<file path="config.mk">
export PLATFORM = sky130hd
export DESIGN_NAME = demux_rr_sched
export DESIGN_NICKNAME = d
export VERILOG_FILES = /design/src/rtl/demux_rr_sched_pkg.sv /design/src/rtl/demux_rr_sched_rr_pick.sv /design/src/rtl/demux_rr_sched.sv
export SDC_FILE = /design/constraint.sdc
export NUM_CORES = 1
export LEC_CHECK = 0
export ABC_AREA = 1
export BUFFER_PORTS_ARGS = -buffer_cell sky130_fd_sc_hd__buf_2
export CAP_MARGIN = 10
export CORE_MARGIN = 4
export CORE_UTILIZATION = 25
export DETAILED_ROUTE_END_ITERATION = 8
export PLACE_DENSITY_LB_ADDON = 0.25
export SLEW_MARGIN = 20
export SYNTH_ARGS = -nofsm -noshare
export SYNTH_HDL_FRONTEND = slang
export SYNTH_HIERARCHICAL = 1
export SYNTH_SLANG_ARGS = --single-unit
</file>
<file path="constraint.sdc">
create_clock -name i_clk -period 3.68 [get_ports i_clk]
set_input_delay 0.184 -clock i_clk [delete_from_list [all_inputs] [get_ports i_clk]]
set_output_delay 0.184 -clock i_clk [all_outputs]
set_load 0.1 [all_outputs]
</file>
<file path="src/rtl/demux_rr_sched_pkg.sv">
// Shared types for the round-robin demux scheduler.
// State encoding is fixed (IDLE=0, SEND=1) so benches and debug tools can decode it.
package demux_rr_sched_pkg;
    typedef enum logic {
        ST_IDLE = 1'b0,
        ST_SEND = 1'b1
    } state_t;
endpackage

</file>
<file path="src/rtl/demux_rr_sched_rr_pick.sv">
// Combinational round-robin search: first set mask bit at or after i_start, wrapping at N.
// Works for any N in 2..64, including non-power-of-two N.
import demux_rr_sched_pkg::*;

module rr_pick #(
    parameter  int N = 8,
    localparam int M = $clog2(N)
) (
    input  logic [N-1:0] i_mask,
    input  logic [M-1:0] i_start,
    output logic [M-1:0] o_idx,
    output logic         o_found
);

    // i_start is always < N, so a single subtract is enough to wrap.
    function automatic logic [M-1:0] wrap_add(input logic [M-1:0] a, input int k);
        int s;
        s = int'(a) + k;
        if (s >= N) s = s - N;
        return s[M-1:0];
    endfunction

    // Scan from the far end so the nearest hit to i_start is written last.
    always_comb begin
        o_idx   = '0;
        o_found = 1'b0;
        for (int k = N - 1; k >= 0; k--) begin
            if (i_mask[wrap_add(i_start, k)]) begin
                o_idx   = wrap_add(i_start, k);
                o_found = 1'b1;
            end
        end
    end

endmodule

</file>
<file path="src/rtl/demux_rr_sched.sv">
// Round-robin scheduler for a 1xN demux: holds one word, drives sel/out_en/out_valid,
// and rotates across destinations enabled in i_dest_mask. Sustains one word per clock.
import demux_rr_sched_pkg::*;

module demux_rr_sched #(
    parameter  int N = 8,
    parameter  int W = 1,
    localparam int M = $clog2(N)
) (
    input  logic         i_clk,
    input  logic         i_rst,
    input  logic         i_in_valid,
    input  logic [W-1:0] i_in_data,
    output logic         o_in_ready,
    input  logic [N-1:0] i_dest_mask,
    input  logic [N-1:0] i_out_ready,
    output logic [M-1:0] o_sel,
    output logic         o_out_en,
    output logic [W-1:0] o_out_data,
    output logic [N-1:0] o_out_valid
);

    state_t       r_state;
    logic [M-1:0] r_ptr;
    logic [M-1:0] r_sel;
    logic         r_en;
    logic [W-1:0] r_data;

    logic [M-1:0] w_sel_nxt;
    logic [M-1:0] w_start;
    logic [M-1:0] w_pick;
    logic         w_found;
    logic         w_xfer;
    logic         w_acc;

    assign w_sel_nxt = (r_sel == M'(N - 1)) ? '0 : r_sel + 1'b1;
    // In SEND a new word is only accepted alongside a transfer, so the search starts past sel.
    assign w_start   = (r_state == ST_SEND) ? w_sel_nxt : r_ptr;

    rr_pick #(.N(N)) u_pick (
        .i_mask  (i_dest_mask),
        .i_start (w_start),
        .o_idx   (w_pick),
        .o_found (w_found)
    );

    assign w_xfer     = (r_state == ST_SEND) && i_out_ready[r_sel];
    assign o_in_ready = !i_rst && w_found && ((r_state == ST_IDLE) || i_out_ready[r_sel]);
    assign w_acc      = i_in_valid && o_in_ready;

    always_ff @(posedge i_clk) begin
        if (i_rst) begin
            r_state <= ST_IDLE;
            r_ptr   <= '0;
            r_sel   <= '0;
            r_en    <= 1'b0;
            r_data  <= '0;
        end else begin
            case (r_state)
                ST_IDLE: begin
                    if (w_acc) begin
                        r_data  <= i_in_data;
                        r_sel   <= w_pick;
                        r_en    <= 1'b1;
                        r_state <= ST_SEND;
                    end
                end
                ST_SEND: begin
                    if (w_xfer) begin
                        r_ptr <= w_sel_nxt;
                        if (w_acc) begin
                            r_data <= i_in_data;
                            r_sel  <= w_pick;
                        end else begin
                            r_en    <= 1'b0;
                            r_state <= ST_IDLE;
                        end
                    end
                end
                default: r_state <= ST_IDLE;
            endcase
        end
    end

    assign o_sel      = r_sel;
    assign o_out_en   = r_en;
    assign o_out_data = r_data;

    always_comb begin
        o_out_valid = '0;
        if (r_en) o_out_valid[r_sel] = 1'b1;
    end

endmodule
</file>
==> reports/metrics.yaml <==
yosys:
  yosys_warnings: 6
  syn_area_per_cell_sq_um: 5.52
  synth_area_sq_mm: 0.00130
  synth.distinct_cells: 27
  syn_inst: 236
  ys_ff_latch: 9
  ys_seq_area_share_pct: 13.8
  syn-num-nets: 260
die:
  row_count: 26
  fp.dieW_um: 80.2
  core_sq_mm: 0.00507
  fp.dieH_um: 80.2
  io_pins: 34
  start_util_pct: 25.7
  die-area_sq_mm: 0.00643
global_routing:
  grt-ovfl-total: 0
  antenna_found_initial: 0
  grt_pass1_vias: 1450
  grt_usage_pct: 11.6
  grt_max_degree: 12
  grt_pass1_wl_um: 6130
power:
  seqPwrFrac_pct: 17.1
  p_int_mw: 0.328
  power.switching_mw: 0.367
  power.share.clock_pct: 17.0
  sw_frac_of_total_pct: 52.7
  p_leak_nw: 0.903
  powerDensity_mw_per_mm2: 429
  pwr-share-comb_pct: 65.9
  ir_drop_v: 0.000101
clock_tree:
  cts_tree: "done"
  clk_pin_slew_ns: 0.05
  h-tree-depth: 1
  root_buffer: "clkbuf_8"
  cts-resized-gates: 0
  postCtsSetupBuffers: 0
  clock_latency_ns: 0.24
  clk_path_buf_depth: 2
  hold_buffers: 0
  clock_sinks: 9
  numCtsBuffers: 3
setup_path:
  path_cells: "ha_1 > ha_1 > nor2_1 > inv_1 > o21ai_1 > inv_2 > ha_2 > inv_2 > nand3_1 > nand3_1 > nand2_1 > nor2_1 > nand4_1 > inv_1 > nor2_2 > a21boi_4 > buf_12"
  r2r-start: "o_sel[0]"
  critPathKind: "reg -> out"
  startpoint_type: "flop"
  end_kind: "output port"
  r2r_slack_ns: 0.73
  cp-endpoint: "o_in_ready"
  critical_path.max_stage_delay_ns: 0.43
  cp.required_ns: 3.50
  rr_endpoint: "o_sel[0]"
  reg2reg_depth: 22
  crit_start: "o_sel[0]"
  cp.arrival_ns: 3.22
  crit_fanout: 9
  crit_slowest_cell: "ha_2"
sta:
  worst_clock_skew_ns: 0.00464
  whs_ns: 0.289
  period_minus_slack_ns: 3.40
  grt_setup_unrepaired: "no"
  worst_pin_slew_ns: 0.487
  slew-limit-headroom_pct: 67.7
  final_hold_viol_count: 0
  maxSlewViolCount: 0
  fin_tns_setup_ns: 0
  setup_viol: 0
  finalCritPeriodShare_pct: 92.5
  fmax_mhz: 294
cells_and_area:
  finalNetCount: 297
  layout-drive-gt1-share_pct: 24.6
  syn_to_final_growth_pct: 24.3
  most-common-layout-cells: "nand2_1 (70), inv_1 (38), nand3_1 (35), buf_2 (32), nor2_1 (21)"
  nFillCells: 593
  finish.utilization_pct: 31.9
  insertedDiodeCount: 0
  postLayoutCellArea_sq_mm: 0.00162
  final_common_cell: "nand2_1"
hold_path:
  whs_path_depth: 5
  hold_class: "in -> reg"
route:
  drc_errors: 0
  firstDrtPassIters: 4
  wl_per_cell_um: 10.5
  detail-route-antenna-nets: 0
  vias_per_cell: 4.48
  first_iter_violations: 54
  num_vias: 1531
  totalWireLength_um: 3590
placed_design:
  io_buffers: 33
  dp.final_hpwl_um: 2990
  place.gp.congestion: 0.897
  dpl-instance-area_sq_mm: 0.00157
outcome:
  outcome: "finished clean"
run:
  maxCapViolCount: 0
## cell type report
cell class	instances	area, sq um	area share (%)
Inverter	43	161	9.96
Timing Repair Buffer	36	203	12.5
Multi-Input combinational cell	180	940	58.0
Tap cell	70	87.6	5.41
Clock buffer	4	45.0	2.78
Sequential cell	9	184	11.4
## sequential cells by signal, indices dropped and copies added, names as in the netlist
register,count
o_sel,3
r_state,1
o_out_en,1
r_ptr,3
o_out_data,1
## worst min-delay path by stage
stage	to	slack [ns]	from
global route	o_out_en	0.33	i_in_valid
detailed placement	r_ptr[2]	0.44	r_ptr[2]
global placement	r_ptr[1]	0.44	r_ptr[1]
floorplan	o_out_en	0.36	i_in_valid
CTS	o_out_data	0.28	i_in_data
finish	o_out_data	0.29	i_in_data
## routing by layer
metal | track usage [%] | part of all wire, % | vias up
met5 | 0 | 0 | -
met4 | 3.89 | 0.64 | 0
met3 | 1.01 | 4.3 | 2
met2 | 19.4 | 47 | 31
met1 | 15.5 | 48 | 674
li1 | - | - | 824
## Yosys cell counts
library cell | number | area, sq um
o21ai_2 | 1 | 8.76
o21ai_0 | 7 | 35.0
nand4_1 | 5 | 31.3
nand2_1 | 70 | 263
a21oi_2 | 1 | 8.76
nor2_1 | 22 | 82.6
buf_6 | 3 | 33.8
xnor2_1 | 1 | 8.76
nor2_2 | 1 | 6.26
a31oi_1 | 2 | 12.5
nand2_4 | 1 | 11.3
buf_2 | 1 | 5.00
a21boi_0 | 1 | 7.51
nand3b_1 | 1 | 7.51
nor4_1 | 1 | 6.26
dfxtp_1 | 9 | 180
a21oi_1 | 12 | 60.1
xor2_2 | 1 | 16.3
inv_1 | 38 | 143
nand3_2 | 4 | 40.0
inv_2 | 5 | 18.8
ha_1 | 4 | 50.1
o21ai_1 | 2 | 10.0
nand3_1 | 35 | 175
nand2_2 | 6 | 37.5
xnor2_4 | 1 | 27.5
nand3_4 | 1 | 17.5
## worst max-delay path: cells and delay by family, from the launching register on
kind	cells	cell delay (ns)
fa+ha+maj	3	0.81
simple gates	7	0.83
compound gates	2	0.46
buf+inv	5	0.51
flops	1	0.36
## power by group through the flow
stage / combinational (mW) / sequential [mW] / clock, mW
floorplan: 0.330 / 0.156 / 0
global placement: 0.457 / 0.121 / 0
detailed placement: 0.452 / 0.121 / 0
CTS: 0.455 / 0.119 / 0.123
global route: 0.512 / 0.120 / 0.130
finish: 0.458 / 0.119 / 0.118
## through the flow
stage               total power [mW]  std cells  setup slack, ns
finish                         0.695        342            0.276
global route                   0.762        342          0.00248
CTS                            0.697        342           0.0656
detailed placement             0.573        338            0.334
global placement               0.578        338            0.384
floorplan                      0.486        236            0.100
## kinds of logic (layout without fill, tap and decap cells)
logic type               Yosys count  after routing  synth area share, %
XOR/XNOR                           3              3                 4.03
AO/OA/AOI/OAI                     26             26                 10.9
buffers and inverters             47             83                 15.4
adder cells (fa/ha/maj)            4              4                 3.84
AND/OR/NAND/NOR                  147            147                 52.0
flip-flops                         9              9                 13.8
Power figures use the tool's default switching activity.
